`src/rtl/pixel_pkg.sv`:
```
// Shared types and elaboration-time helpers for the pixel serializer and its prefetch FIFO.
package pixel_pkg;

  typedef enum logic [0:0] {
    EMPTY  = 1'b0,
    ACTIVE = 1'b1
  } state_e;

  function automatic int ppw_of(input int width, input int bpp);
    return width / bpp;
  endfunction

  // A single-pixel word still needs a one-bit index register.
  function automatic int idx_w_of(input int ppw);
    return (ppw > 1) ? $clog2(ppw) : 1;
  endfunction

  function automatic int cnt_w_of(input int depth);
    return $clog2(depth + 1);
  endfunction

  function automatic bit cfg_ok(input int width, input int bpp, input int depth);
    return ((width % bpp) == 0) && (depth >= 1) &&
           ((bpp == 1) || (bpp == 2) || (bpp == 4) || (bpp == 8));
  endfunction

endpackage

```
`src/rtl/word_fifo.sv`:
```
// DEPTH x WIDTH first-word-fall-through FIFO with synchronous flush and async active-low reset.
module word_fifo #(
  parameter int WIDTH = 16,
  parameter int DEPTH = 2,
  parameter int CNT_W = 2
) (
  input  logic             clk,
  input  logic             reset_n,
  input  logic             flush,
  input  logic             push,
  input  logic             pop,
  input  logic [WIDTH-1:0] din,
  output logic [WIDTH-1:0] dout,
  output logic [CNT_W-1:0] count,
  output logic             full,
  output logic             empty
);

  localparam int PTR_W = (DEPTH > 1) ? $clog2(DEPTH) : 1;

  logic [WIDTH-1:0] mem_r [DEPTH];
  logic [PTR_W-1:0] rd_ptr_r;
  logic [PTR_W-1:0] wr_ptr_r;
  logic [CNT_W-1:0] count_r;
  logic             push_s;
  logic             pop_s;

  function automatic logic [PTR_W-1:0] next_ptr(input logic [PTR_W-1:0] p);
    logic [PTR_W-1:0] n_s;
    if (p == PTR_W'(DEPTH - 1)) begin
      n_s = {PTR_W{1'b0}};
    end else begin
      n_s = p + PTR_W'(1);
    end
    return n_s;
  endfunction

  assign full   = (count_r == CNT_W'(DEPTH));
  assign empty  = (count_r == {CNT_W{1'b0}});
  assign count  = count_r;
  assign dout   = mem_r[rd_ptr_r];
  assign push_s = push && !full;
  assign pop_s  = pop && !empty;

  // Storage, pointers and occupancy; a simultaneous push and pop leaves the count unchanged.
  always_ff @(posedge clk or negedge reset_n) begin
    if (!reset_n) begin
      for (int i = 0; i < DEPTH; i++) begin
        mem_r[i] <= {WIDTH{1'b0}};
      end
      rd_ptr_r <= {PTR_W{1'b0}};
      wr_ptr_r <= {PTR_W{1'b0}};
      count_r  <= {CNT_W{1'b0}};
    end else if (flush) begin
      rd_ptr_r <= {PTR_W{1'b0}};
      wr_ptr_r <= {PTR_W{1'b0}};
      count_r  <= {CNT_W{1'b0}};
    end else begin
      if (push_s) begin
        mem_r[wr_ptr_r] <= din;
        wr_ptr_r        <= next_ptr(wr_ptr_r);
      end
      if (pop_s) begin
        rd_ptr_r <= next_ptr(rd_ptr_r);
      end
      case ({push_s, pop_s})
        2'b10:   count_r <= count_r + CNT_W'(1);
        2'b01:   count_r <= count_r - CNT_W'(1);
        default: count_r <= count_r;
      endcase
    end
  end

endmodule

```
`src/rtl/pixel_serializer.sv`:
```
// Word-to-pixel serializer: prefetch FIFO feeding a shift word emitted BPP bits at a time,
// each pixel held for (mult+1) enabled cycles, with an explicit underrun flag instead of stale data.
module pixel_serializer
  import pixel_pkg::*;
#(
  parameter int WIDTH  = 16,
  parameter int BPP    = 1,
  parameter int DEPTH  = 2,
  parameter int MULT_W = 4
) (
  input  logic              clk,
  input  logic              reset_n,
  input  logic [WIDTH-1:0]  d,
  input  logic              d_valid,
  output logic              d_ready,
  input  logic              load,
  input  logic              enable,
  input  logic [MULT_W-1:0] mult,
  input  logic              lsb_first,
  output logic [BPP-1:0]    q,
  output logic              q_valid,
  output logic              underrun
);

  localparam int PPW   = ppw_of(WIDTH, BPP);
  localparam int IDX_W = idx_w_of(PPW);
  localparam int CNT_W = cnt_w_of(DEPTH);

  if (!cfg_ok(WIDTH, BPP, DEPTH)) begin : g_cfg_err
    $error("pixel_serializer: WIDTH must be a multiple of BPP (1/2/4/8) and DEPTH >= 1");
  end

  state_e            state_r, state_nx_s;
  logic [WIDTH-1:0]  word_r, word_nx_s;
  logic              lsb_r, lsb_nx_s;
  logic [IDX_W-1:0]  idx_r, idx_nx_s;
  logic [MULT_W-1:0] rep_r, rep_nx_s;
  logic [BPP-1:0]    q_r, q_nx_s;
  logic              q_valid_r, q_valid_nx_s;
  logic              underrun_r, underrun_nx_s;

  logic [WIDTH-1:0]  fifo_dout_s;
  logic [CNT_W-1:0]  fifo_count_s;
  logic              fifo_full_s;
  logic              fifo_empty_s;
  logic              push_s;
  logic              pop_s;

  function automatic logic [BPP-1:0] pix_of(input logic [WIDTH-1:0] w,
                                            input logic [IDX_W-1:0] k,
                                            input logic             lsb);
    logic [WIDTH-1:0] sh_s;
    if (lsb) begin
      sh_s = w >> (int'(k) * BPP);
    end else begin
      sh_s = w >> (WIDTH - BPP - int'(k) * BPP);
    end
    return sh_s[BPP-1:0];
  endfunction

  assign d_ready = !load && (fifo_count_s < CNT_W'(DEPTH));
  assign push_s  = d_valid && !load && !fifo_full_s;

  word_fifo #(
    .WIDTH (WIDTH),
    .DEPTH (DEPTH),
    .CNT_W (CNT_W)
  ) u_fifo (
    .clk     (clk),
    .reset_n (reset_n),
    .flush   (load),
    .push    (push_s),
    .pop     (pop_s),
    .din     (d),
    .dout    (fifo_dout_s),
    .count   (fifo_count_s),
    .full    (fifo_full_s),
    .empty   (fifo_empty_s)
  );

  // Next-state: load beats enable; with enable low everything holds and underrun drops.
  always_comb begin
    state_nx_s    = state_r;
    word_nx_s     = word_r;
    lsb_nx_s      = lsb_r;
    idx_nx_s      = idx_r;
    rep_nx_s      = rep_r;
    q_nx_s        = q_r;
    q_valid_nx_s  = q_valid_r;
    underrun_nx_s = 1'b0;
    pop_s         = 1'b0;
    if (load) begin
      state_nx_s   = EMPTY;
      idx_nx_s     = {IDX_W{1'b0}};
      rep_nx_s     = {MULT_W{1'b0}};
      q_nx_s       = {BPP{1'b0}};
      q_valid_nx_s = 1'b0;
    end else if (enable) begin
      case (state_r)
        EMPTY: begin
          if (!fifo_empty_s) begin
            pop_s        = 1'b1;
            word_nx_s    = fifo_dout_s;
            lsb_nx_s     = lsb_first;
            idx_nx_s     = {IDX_W{1'b0}};
            rep_nx_s     = {MULT_W{1'b0}};
            q_nx_s       = pix_of(fifo_dout_s, {IDX_W{1'b0}}, lsb_first);
            q_valid_nx_s = 1'b1;
            state_nx_s   = ACTIVE;
          end else begin
            q_nx_s       = {BPP{1'b0}};
            q_valid_nx_s = 1'b0;
          end
        end
        ACTIVE: begin
          // >= so that lowering mult mid-pixel ends the pixel instead of wrapping the counter.
          if (rep_r >= mult) begin
            rep_nx_s = {MULT_W{1'b0}};
            if (idx_r < IDX_W'(PPW - 1)) begin
              idx_nx_s = idx_r + IDX_W'(1);
              q_nx_s   = pix_of(word_r, idx_r + IDX_W'(1), lsb_r);
            end else if (!fifo_empty_s) begin
              pop_s     = 1'b1;
              word_nx_s = fifo_dout_s;
              lsb_nx_s  = lsb_first;
              idx_nx_s  = {IDX_W{1'b0}};
              q_nx_s    = pix_of(fifo_dout_s, {IDX_W{1'b0}}, lsb_first);
            end else begin
              q_nx_s        = {BPP{1'b0}};
              q_valid_nx_s  = 1'b0;
              underrun_nx_s = 1'b1;
              idx_nx_s      = {IDX_W{1'b0}};
              state_nx_s    = EMPTY;
            end
          end else begin
            rep_nx_s = rep_r + MULT_W'(1);
          end
        end
        default: begin
          state_nx_s   = EMPTY;
          q_nx_s       = {BPP{1'b0}};
          q_valid_nx_s = 1'b0;
        end
      endcase
    end else begin
      underrun_nx_s = 1'b0;
    end
  end

  // Serializer state and registered outputs.
  always_ff @(posedge clk or negedge reset_n) begin
    if (!reset_n) begin
      state_r    <= EMPTY;
      word_r     <= {WIDTH{1'b0}};
      lsb_r      <= 1'b0;
      idx_r      <= {IDX_W{1'b0}};
      rep_r      <= {MULT_W{1'b0}};
      q_r        <= {BPP{1'b0}};
      q_valid_r  <= 1'b0;
      underrun_r <= 1'b0;
    end else begin
      state_r    <= state_nx_s;
      word_r     <= word_nx_s;
      lsb_r      <= lsb_nx_s;
      idx_r      <= idx_nx_s;
      rep_r      <= rep_nx_s;
      q_r        <= q_nx_s;
      q_valid_r  <= q_valid_nx_s;
      underrun_r <= underrun_nx_s;
    end
  end

  assign q        = q_r;
  assign q_valid  = q_valid_r;
  assign underrun = underrun_r;

endmodule

```
`config.mk`:
```
export PLATFORM = sky130hd
export DESIGN_NAME = pixel_serializer
export DESIGN_NICKNAME = d
export VERILOG_FILES = /design/src/rtl/pixel_pkg.sv /design/src/rtl/word_fifo.sv /design/src/rtl/pixel_serializer.sv
export SDC_FILE = /design/constraint.sdc
export NUM_CORES = 1
export LEC_CHECK = 0
export BUFFER_PORTS_ARGS = -buffer_cell sky130_fd_sc_hd__buf_4
export CORE_UTILIZATION = 59
export CTS_BUF_LIST = sky130_fd_sc_hd__clkbuf_4 sky130_fd_sc_hd__clkbuf_8 sky130_fd_sc_hd__clkbuf_16
export CTS_CLUSTER_SIZE = 8
export DETAILED_ROUTE_END_ITERATION = 10
export GPL_ROUTABILITY_DRIVEN = 0
export HOLD_SLACK_MARGIN = 0.12
export PLACE_DENSITY = 0.9
export SYNTH_ARGS = -nofsm -noshare
export SYNTH_HDL_FRONTEND = slang
export SYNTH_SLANG_ARGS = --single-unit
```
`constraint.sdc`:
```
create_clock -name clk -period 2.3 [get_ports clk]
set_input_delay 0.46 -clock clk [delete_from_list [all_inputs] [get_ports clk]]
set_output_delay 0.46 -clock clk [all_outputs]
set_load 0.005 [all_outputs]
```
==> results of run 1 <==
metal layers:
metal | share of wire [%] | track usage [%] | vias up
met2 | 52 | 39.91 | 47
met1 | 43 | 27.37 | 1092
li1 | - | - | 1019
met4 | 1.5 | 9.434 | 0
met3 | 3.9 | 7.976 | 13
met5 | 0 | 0 | -
cell usage after synthesis, types with 2 or more instances:
| library cell | number | area (um2) |
|---|---|---|
| dfrtp_1 | 65 | 1627 |
| nand2_1 | 27 | 101.4 |
| mux2i_1 | 23 | 230.2 |
| mux2_1 | 21 | 236.5 |
| o21ai_1 | 20 | 100.1 |
| mux2_2 | 12 | 135.1 |
| inv_1 | 10 | 37.54 |
| mux4_2 | 9 | 202.7 |
| nor2_1 | 7 | 26.28 |
| o21ai_0 | 7 | 35.03 |
| ha_1 | 6 | 75.07 |
| a21oi_1 | 5 | 25.02 |
| nand3_1 | 4 | 20.02 |
| a21o_1 | 3 | 22.52 |
| buf_2 | 3 | 15.01 |
| buf_4 | 3 | 22.52 |
| buf_6 | 3 | 33.78 |
| xor2_1 | 3 | 26.28 |
| nand2b_1 | 2 | 12.51 |
| nand2b_4 | 2 | 27.53 |
| o31ai_1 | 2 | 15.01 |
| xnor2_1 | 2 | 17.52 |
worst max-delay path, delay by kind of cell, from the launching register on:
family                   cells  cell delay (ns)
AO/OA/AOI/OAI                3             0.69
flip-flops                   1             0.45
AND/OR/NAND/NOR              3             0.39
adder cells (fa/ha/maj)      1             0.27
buffers and inverters        2             0.26
flip-flops by register name (all words and copies together), names as in the netlist:
signal,count
u_fifo.mem_r,32
word_r,16
idx_r,4
rep_r,4
u_fifo.count,2
lsb_r,1
q,1
q_valid,1
state_r,1
u_fifo.rd_ptr_r,1
u_fifo.wr_ptr_r,1
underrun,1
final timing paths:
path / from / end / slack (ns) / cells after the start
setup / recovery: rep_r[0] / rep_r[2] / 0.19 / 9
hold / removal: reset_n / word_r[11] / 0.19 / 1
setup reg to reg: rep_r[0] / rep_r[2] / 0.19 / 9
hold reg to reg: u_fifo.mem_r[23] / u_fifo.mem_r[23] / 0.49 / 1
max in group asynchronous: reset_n / u_fifo.mem_r[12] / 1.58 / 1
min in group clk: d[4] / u_fifo.mem_r[4] / 0.32 / 2
through the flow:
step                worst slack [ns]  hold WS [ns]  cells  utilization, %
floorplan                     0.2584        0.1644    265               -
global placement              0.1723        0.4673    359           68.19
detailed placement            0.1174        0.4768    359           68.19
CTS                           0.1846        0.2242    375           72.17
global route                  0.1073        0.2546    375           72.17
finish                        0.1880        0.1887    375           72.17
area by class of cell:
class | count | share of cell area (%)
well taps | 70 | 2.303
multi-input cells | 179 | 41.51
flip-flops and latches | 65 | 42.76
clock buffers | 10 | 3.618
inverters | 10 | 0.9868
repair buffers | 35 | 6.908
clock inverters | 6 | 1.908
power by group through the flow:
stage          clock (uW)  sequential [uW]  combinational (uW)
2_1_floorplan           0             1600                 641
3_3_place_gp            0             1670                 735
3_5_place_dp            0             1710                 779
4_1_cts              1030             1690                 786
5_1_grt              1080             1730                 857
6_report             1030             1690                 775
kinds of logic after synthesis:
family | count (synthesis)
and+or+nand+nor | 55
DFF | 65
xor gates and xnor gates | 7
muxes | 65
AOI/OAI and AO/OA | 46
adders and majority gates | 6
buffers and inverters | 21
==> impl_metrics.py, run 1 <==
metrics = {
    "outcome": {
        "status": "finished, final reports clean",
    },
    "floorplan": {
        "design.portCount": 30,
        "coreArea_mm2": 0.005270,
        "num_rows": 26,
        "fp.dieH_um": 77.04,
        "start_util_pct": 63.03,
        "die_area_mm2": 0.005934,
        "die_x_um": 77.04,
    },
    "routing": {
        "vias": 2171,
        "routed_wl_mm": 6.193,
        "wl_per_cell_um": 16.51,
        "dr.pass1.iters": 4,
        "drc": 0,
        "drtIter0Drc": 130,
        "ant_nets": 0,
        "viasPerCell": 5.789,
    },
    "grt": {
        "antenna_found_initial": 0,
        "grt_pass1_wl_mm": 10.61,
        "track_usage_pct": 23.53,
        "first_global_vias": 2237,
        "grt_max_degree": 66,
        "grt-ovfl-total": 0,
    },
    "sta": {
        "fin_crit_ns": 2.112,
        "maxSlewViolCount": 0,
        "worst_pin_slew_ns": 0.7999,
        "hold_viol": 0,
        "fin_crit_sh_pct": 91.82,
        "fmax_ghz": 0.4735,
        "rsz0062_at_grt": "no",
        "setup_tns_ns": 0,
        "setup_violations": 0,
        "fin_skew_ns": 0.01097,
        "relSlewSlack_pct": 46.68,
    },
    "power": {
        "power_per_cell_area_mw_per_mm2": 917.5,
        "p_int_uw": 2443,
        "p_leak_uw": 0.001704,
        "seq_power_share_pct": 48.4,
        "comb_power_share_pct": 22.2,
        "clkPwrFrac_pct": 29.4,
        "switching_share_pct": 30.00,
        "ir_worst_vdd_mv": 0.6458,
        "netSwitchingPower_uw": 1047,
        "p_total_uw": 3490,
    },
    "clock_tree": {
        "cts_tree": "yes",
        "clk_root_buffer_cell": "clkbuf_8",
        "hold_buffers": 0,
        "htreeDepth": 3,
        "cts_buffers": 9,
        "clk-insertion-delay-late_ns": 0.35,
        "clkSinkCount": 65,
        "cts_max_path_buffers": 2,
        "cts.clk_slew.worst_paths_ns": 0.08,
        "ctsResizeCount": 0,
        "cts_setup_buffers": 0,
    },
    "layout": {
        "post-route-cell-area_mm2": 0.003804,
        "nFillCells": 368,
        "drive_above_1_share_pct": 29.18,
        "multi_input_area_mm2": 0.001579,
        "synthToLayoutAreaGrowth_pct": 14.50,
        "final_common_cell": "dfrtp_1",
        "seq_area_mm2": 0.001627,
        "fin_nets": 332,
        "diodes": 0,
        "final_cell_mix": "65 x dfrtp_1, 35 x buf_4, 27 x nand2_1",
    },
    "yosys": {
        "synthCells": 265,
        "syn-cell-area_mm2": 0.003322,
        "ys_seq_area_share_pct": 48.96,
        "ys_async_sr_fraction_pct": 100.0,
        "synthMuxAreaShare_pct": 24.22,
        "ys_ff_latch": 65,
        "synth-compound-area-share_pct": 9.303,
        "avgSynthCellArea_um2": 12.54,
        "synthAdderAreaFrac_pct": 2.260,
        "synth_top_flop_cell": "dfrtp_1",
        "synth_xor_area_share_pct": 2.637,
        "yosysWarnings": 0,
        "synth.distinct_cells": 48,
        "synth-edff-count": 0,
        "synth_top_family_by_area": "multiplexers",
        "synthSimpleGateAreaFrac_pct": 9.115,
        "synthesis.nets": 297,
    },
    "job": {
        "cap_violations": 0,
    },
    "critical_path": {
        "critPathCaptureType": "flop",
        "crit_path_max_incr_delay_ns": 0.45,
        "critPathKind": "flop to flop",
        "required_ns": 2.59,
        "crit_slowest_cell": "dfrtp_1",
        "path_cells": "inv_1 -> ha_1 -> nand2b_4 -> a2111oi_4 -> buf_4 -> nor2_2 -> nor2_4 -> a21o_1 -> a22o_1",
        "crit_fanout": 6,
        "crit_arrival_ns": 2.40,
        "start_kind": "flop",
    },
    "place": {
        "hpwlAfterDp_mm": 4.267,
        "port_buffers": 29,
        "place_area_mm2": 0.003593,
    },
    "min_path": {
        "min_path_type": "input pin to asynchronous set/reset pin",
    },
}
(Power assumes the default switching activity.)
==> run 2, diff against run 1 <==
--- a/config.mk
+++ b/config.mk
@@ -5,14 +5,15 @@
 export SDC_FILE = /design/constraint.sdc
 export NUM_CORES = 1
 export LEC_CHECK = 0
+export ABC_AREA = 1
 export BUFFER_PORTS_ARGS = -buffer_cell sky130_fd_sc_hd__buf_4
-export CORE_UTILIZATION = 59
+export CORE_UTILIZATION = 40
 export CTS_BUF_LIST = sky130_fd_sc_hd__clkbuf_4 sky130_fd_sc_hd__clkbuf_8 sky130_fd_sc_hd__clkbuf_16
 export CTS_CLUSTER_SIZE = 8
 export DETAILED_ROUTE_END_ITERATION = 10
 export GPL_ROUTABILITY_DRIVEN = 0
 export HOLD_SLACK_MARGIN = 0.12
-export PLACE_DENSITY = 0.9
+export PLACE_DENSITY = 0.68
 export SYNTH_ARGS = -nofsm -noshare
 export SYNTH_HDL_FRONTEND = slang
 export SYNTH_SLANG_ARGS = --single-unit
==> run 2 against run 1 <==
Net effect: non-clock buffer count fell by 1; via count rose by 13%; clock skew rose by 0.0028 ns; final cell count rose by 38%; flip-flop and latch count did not move; total power rose by 22%.
==> impl_metrics.py, run 2 <==
metrics = {
    "power": {
        "ir_worst_vdd_mv": 0.5202,
        "seq_power_share_pct": 44.1,
        "p_leak_uw": 0.001906,
        "power_per_cell_area_mw_per_mm2": 1098,
        "switching_share_pct": 35.31,
        "clkPwrFrac_pct": 22.9,
        "p_int_uw": 2756,
        "netSwitchingPower_uw": 1504,
        "p_total_uw": 4261,
        "comb_power_share_pct": 33.0,
    },
    "yosys": {
        "yosysWarnings": 0,
        "synth-edff-count": 0,
        "synth_commonest_cells": "89 x nand2_1, 65 x dfrtp_1, 36 x inv_1",
        "ys_async_sr_fraction_pct": 100.0,
        "avgSynthCellArea_um2": 9.047,
        "synth_top_flop_cell": "dfrtp_1",
        "synthCells": 377,
        "ys_ff_latch": 65,
        "yosysTopAreaCellShare_pct": 47.69,
        "ys_seq_area_share_pct": 47.69,
        "synth_top_area_cell": "dfrtp_1",
        "synth_most_common_cell": "nand2_1",
        "synthTopCellsByArea": "dfrtp_1 48%, nand2_1 9.8%, o21ai_2 8.2%, nand3_1 4.7%, mux2i_1 4.4%",
        "syn-cell-area_mm2": 0.003411,
        "synth.distinct_cells": 31,
        "synthesis.nets": 409,
    },
    "place": {
        "port_buffers": 29,
        "place_area_mm2": 0.003682,
        "hpwlAfterDp_mm": 4.041,
        "place_ws_ns": 0.2155,
    },
    "layout": {
        "synthToLayoutAreaGrowth_pct": 13.79,
        "post-route-cell-area_mm2": 0.003881,
        "fin_nets": 440,
        "diodes": 0,
        "top_register": "u_fifo.mem_r",
        "drive_above_1_share_pct": 28.88,
        "nFillCells": 767,
        "final_common_cell": "nand2_1",
        "largest_register_ffs": 32,
        "final_cell_mix": "89 x nand2_1, 65 x dfrtp_1, 36 x inv_1",
        "reg_top3": "u_fifo.mem_r x32, word_r x16",
    },
    "sta": {
        "worst_pin_slew_ns": 0.8119,
        "maxSlewViolCount": 0,
        "fmax_ghz": 0.5101,
        "whs_ns": 0.2051,
        "hold_viol": 0,
        "fin_crit_sh_pct": 85.23,
        "finalWorstSetupSlack_ns": 0.3396,
        "setup_tns_ns": 0,
        "relSlewSlack_pct": 45.88,
        "fin_crit_ns": 1.960,
        "fin_skew_ns": 0.01375,
        "setup_violations": 0,
        "rsz0062_at_grt": "no",
    },
    "grt": {
        "grt_pass1_wl_mm": 9.936,
        "first_global_vias": 2289,
        "grt-ovfl-total": 0,
        "antenna_found_initial": 0,
        "grt_max_degree": 66,
        "track_usage_pct": 14.57,
    },
    "critical_path": {
        "rrSetupSlack_ns": 0.34,
        "required_ns": 2.56,
        "start_kind": "flop",
        "worstReg2RegStart": "rep_r[0]",
        "reg2reg_to": "word_r[6]",
        "crit_arrival_ns": 2.23,
        "critPathCaptureType": "flop",
        "critPathKind": "flop to flop",
        "crit_fanout": 30,
        "r2r_cells": 10,
    },
    "clock_tree": {
        "cts_max_path_buffers": 2,
        "cts.clk_slew.worst_paths_ns": 0.07,
        "clkSinkCount": 65,
        "hold_buffers": 0,
        "htreeDepth": 3,
        "cts_setup_buffers": 0,
        "ctsResizeCount": 0,
        "clk-insertion-delay-late_ns": 0.34,
        "cts_tree": "yes",
        "cts_buffers": 9,
        "clk_root_buffer_cell": "clkbuf_8",
    },
    "routing": {
        "ant_nets": 0,
        "vias": 2458,
        "drc": 0,
        "routed_wl_mm": 5.809,
        "dr.pass1.iters": 4,
        "wl_per_cell_um": 11.24,
        "viasPerCell": 4.754,
        "drtIter0Drc": 114,
    },
    "outcome": {
        "status": "finished, final reports clean",
    },
    "floorplan": {
        "die_x_um": 94.34,
        "die_area_mm2": 0.008900,
        "design.portCount": 30,
        "num_rows": 33,
        "start_util_pct": 41.51,
        "fp.dieH_um": 94.34,
        "coreArea_mm2": 0.008217,
    },
    "job": {
        "cap_violations": 0,
    },
    "min_path": {
        "min_path_type": "input pin to asynchronous set/reset pin",
    },
}
[run 2: logic make-up (layout without fill, tap and decap cells)]
logic type / Yosys count / in the layout / share of synthesized area [%]
adder cells (fa/ha/maj): 6 / 6 / 2.201
AND/OR/NAND/NOR: 162 / 162 / 22.27
XOR/XNOR: 7 / 7 / 1.798
multiplexers: 16 / 16 / 4.732
flip-flops: 65 / 65 / 47.69
buffers and inverters: 56 / 91 / 7.997
AO/OA/AOI/OAI: 65 / 65 / 13.32
[run 2: metrics by stage]
stage	std cells	utilization, %
3_3_place_gp	502	44.82
6_report	517	47.24
4_1_cts	517	47.24
3_5_place_dp	502	44.82
5_1_grt	517	47.24
2_1_floorplan	377	-
[run 2: area by class of cell]
type	instances	area, um2	area share (%)
Sequential cell	65	1627	41.91
Multi-Input combinational cell	256	1511	38.94
Timing Repair Buffer	34	255.2	6.576
Clock buffer	12	158.9	4.094
Inverter	42	157.7	4.062
Tap cell	105	131.4	3.385
Clock inverter	3	40.04	1.032
[run 2: critical path, cell delays in order (launching register included)]
cell	delay (ns)
dfrtp_1	0.40
inv_1	0.10
ha_1	0.23
inv_1	0.05
nand2_1	0.04
a21oi_1	0.16
o211ai_1	0.19
nand2_4	0.15
buf_4	0.36
nand2_1	0.13
o21ai_2	0.07
[run 2: power groups by stage]
stage                     Clock (uW)  Combinational [uW]  Sequential (uW)
after global placement             0                1380             1890
after global routing            1050                1620             1930
final                            977                1400             1880
after floorplan                    0                1220             1810
after detailed placement           0                1420             1900
after CTS                       1010                1430             1880
[run 2: how the worst max path moves through the flow]
stage	start	end	slack, ns	depth (start not counted)
after global placement	mult[0]	word_r[9]	0.27	10
after floorplan	mult[0]	idx_r[2]	0.62	10
after detailed placement	mult[0]	word_r[6]	0.22	10
final	rep_r[0]	word_r[6]	0.34	10
after CTS	rep_r[0]	word_r[11]	0.31	10
after global routing	rep_r[0]	word_r[4]	0.12	10
[run 2: routing by layer]
metal	GRT usage [%]	share of wire, %	vias to the layer above
met3	2.899	2.9	10
met4	9.231	2.3	0
li1	-	-	1284
met5	0	0	-
met2	22.89	45	41
met1	18.36	50	1123
==> run 3, diff against run 2 <==
--- a/config.mk
+++ b/config.mk
@@ -7,13 +7,16 @@
 export LEC_CHECK = 0
 export ABC_AREA = 1
 export BUFFER_PORTS_ARGS = -buffer_cell sky130_fd_sc_hd__buf_4
+export CORE_MARGIN = 2
 export CORE_UTILIZATION = 40
 export CTS_BUF_LIST = sky130_fd_sc_hd__clkbuf_4 sky130_fd_sc_hd__clkbuf_8 sky130_fd_sc_hd__clkbuf_16
 export CTS_CLUSTER_SIZE = 8
 export DETAILED_ROUTE_END_ITERATION = 10
 export GPL_ROUTABILITY_DRIVEN = 0
 export HOLD_SLACK_MARGIN = 0.12
+export MAX_ROUTING_LAYER = met4
 export PLACE_DENSITY = 0.68
 export SYNTH_ARGS = -nofsm -noshare
 export SYNTH_HDL_FRONTEND = slang
+export SYNTH_HIERARCHICAL = 1
 export SYNTH_SLANG_ARGS = --single-unit
==> run 3 against run 2 <==
Net effect: total power shrank 17%; sequential share of layout area shrank 0.77 points; worst hold slack gained 0.0057 ns; combinational power shrank 45%; final cell count grew 11%; critical path depth is the same; clock skew shrank 0.0091 ns; synthesized cell count grew 14%; wire length grew 13%; die area grew 4.8%; area after synthesis grew 0.55%.
==> impl_metrics.py, run 3 <==
metrics = {
    "grt": {
        "track_usage_pct": 16.39,
        "antenna_found_initial": 0,
        "first_global_vias": 2656,
        "grt_pass1_wl_mm": 11.56,
        "grt-ovfl-total": 0,
        "grt_max_degree": 66,
    },
    "floorplan": {
        "fp.dieH_um": 96.60,
        "design.portCount": 30,
        "coreArea_mm2": 0.008258,
        "start_util_pct": 41.53,
        "die_area_mm2": 0.009331,
        "num_rows": 33,
        "die_x_um": 96.60,
    },
    "sta": {
        "fmax_ghz": 0.5086,
        "setup_tns_ns": 0,
        "maxSlewViolCount": 0,
        "fin_skew_ns": 0.004700,
        "hold_viol": 0,
        "fin_crit_ns": 1.966,
        "whs_ns": 0.2108,
        "relSlewSlack_pct": 45.74,
        "fin_crit_sh_pct": 85.48,
        "rsz0062_at_grt": "no",
        "worst_pin_slew_ns": 0.8139,
        "setup_violations": 0,
    },
    "power": {
        "ir_worst_vdd_mv": 0.4518,
        "power_per_cell_area_mw_per_mm2": 893.9,
        "p_leak_uw": 0.002082,
    },
    "yosys": {
        "syn-cell-area_mm2": 0.003430,
        "ys_seq_area_share_pct": 47.43,
        "avgSynthCellArea_um2": 8.013,
        "yosysTopAreaCellShare_pct": 47.43,
        "synth.distinct_cells": 31,
        "synth_top_area_cell": "dfrtp_1",
        "synthTopCellsByArea": "dfrtp_1 47%, nand2_1 19%, o21ai_2 5.6%, nand3_1 4.8%, inv_1 4.5%",
        "synthesis.nets": 460,
        "synthCells": 428,
        "synth_top_flop_cell": "dfrtp_1",
        "synth_most_common_cell": "nand2_1",
        "synth-edff-count": 0,
        "ys_ff_latch": 65,
        "synth_commonest_cells": "174 x nand2_1, 65 x dfrtp_1, 41 x inv_1",
        "ys_async_sr_fraction_pct": 100.0,
        "yosysWarnings": 6,
    },
    "routing": {
        "drc": 0,
        "vias": 2735,
        "dr.pass1.iters": 4,
        "drtIter0Drc": 132,
        "routed_wl_mm": 6.574,
        "ant_nets": 0,
        "viasPerCell": 4.781,
        "wl_per_cell_um": 11.49,
    },
    "clock_tree": {
        "cts_max_path_buffers": 2,
        "hold_buffers": 0,
        "clk_root_buffer_cell": "clkbuf_8",
        "cts.clk_slew.worst_paths_ns": 0.07,
        "cts_tree": "yes",
        "clk-insertion-delay-late_ns": 0.34,
        "ctsResizeCount": 0,
        "cts_buffers": 9,
        "cts_setup_buffers": 0,
        "clkSinkCount": 65,
        "htreeDepth": 3,
    },
    "critical_path": {
        "start_kind": "flop",
        "crit_fanout": 4,
        "r2r_cells": 10,
        "critPathKind": "flop to flop",
        "crit_arrival_ns": 2.25,
        "required_ns": 2.59,
        "critPathCaptureType": "flop",
    },
    "layout": {
        "diodes": 0,
        "fin_nets": 494,
        "drive_above_1_share_pct": 19.91,
        "final_cell_mix": "174 x nand2_1, 65 x dfrtp_1, 41 x inv_1",
        "nFillCells": 828,
        "top_register": "u_fifo/mem_r",
        "largest_register_ffs": 32,
        "multi_input_area_mm2": 0.001506,
        "fin_util_pct": 47.88,
        "seq_area_mm2": 0.001627,
        "synthToLayoutAreaGrowth_pct": 15.29,
        "reg_top3": "u_fifo/mem_r x32, word_r x16",
        "final_common_cell": "nand2_1",
    },
    "min_path": {
        "min_path_type": "input pin to asynchronous set/reset pin",
    },
    "outcome": {
        "status": "finished, final reports clean",
    },
    "place": {
        "port_buffers": 29,
        "hpwlAfterDp_mm": 4.559,
    },
    "job": {
        "cap_violations": 0,
    },
}
[run 3: cell types whose count changed after synthesis, moves of 5 or more]
cell     previous run  this run
nand2_2            23         7
o21ai_0            22        13
o21ai_2            32        22
nor2_1              6        13
o21ai_1             5        12
nand2_1            89       174
mux2i_1            15         0
inv_1              36        41
[run 3: worst paths after layout]
| path | startpoint | endpoint | slack, ns |
|---|---|---|---|
| setup / recovery | rep_r[3] | u_fifo/count[0] | 0.33 |
| hold / removal | reset_n | u_fifo/mem_r[7] | 0.21 |
| setup reg to reg | rep_r[3] | u_fifo/count[0] | 0.33 |
| hold reg to reg | word_r[12] | word_r[12] | 0.48 |
| max in group asynchronous | reset_n | word_r[4] | 1.56 |
| min in group clk | lsb_first | lsb_r | 0.36 |
[run 3: cell type report]
cell class                      count  area share, %
Clock buffer                        9          3.133
Clock inverter                      7          3.006
Inverter                           49          4.842
Multi-Input combinational cell    303          38.10
Sequential cell                    65          41.14
Tap cell                          105          3.323
Timing Repair Buffer               34          6.456
[run 3: through the flow]
step	setup slack, ns	std cells	cell area, um2	total power (uW)
2_1_floorplan	0.2684	428	3430	2181
3_3_place_gp	0.2868	556	3711	2362
3_5_place_dp	0.1658	556	3711	2388
4_1_cts	0.3462	572	3954	3572
5_1_grt	0.1520	572	3954	3789
6_report	0.3339	572	3954	3534
[run 3: layer usage]
layer	wire [um]	up-vias	global-route usage, %
met4	72	0	5.986
met1	3226	1256	21.43
met3	257	7	3.724
met5	0	-	-
li1	-	1425	-
met2	3018	47	25.12
[run 3: cells by family (layout without fill, tap and decap cells)]
logic type,count (synthesis),after routing,synth area share [%]
AOI/OAI and AO/OA,54,54,10.95
xor gates and xnor gates,4,4,1.021
adders and majority gates,6,6,2.189
and+or+nand+nor,239,239,29.77
DFF,65,65,47.43
buffers and inverters,60,99,8.646
[run 3: worst max-delay path: stages, from the launching register on]
cell     delay [ns]
dfrtp_1        0.40
ha_1           0.29
a21oi_1        0.25
nand4_1        0.22
nand2_4        0.14
inv_8          0.03
o21ai_0        0.12
nand2_1        0.16
a21oi_2        0.17
nand2_1        0.07
nand2_1        0.05
[run 3: where the power goes]
group	leakage [uW]	switching, uW	total [uW]	internal [uW]
logic	0.00112	453	775	322
clock network	0.000115	451	1170	719
registers	0.000848	170	1590	1420
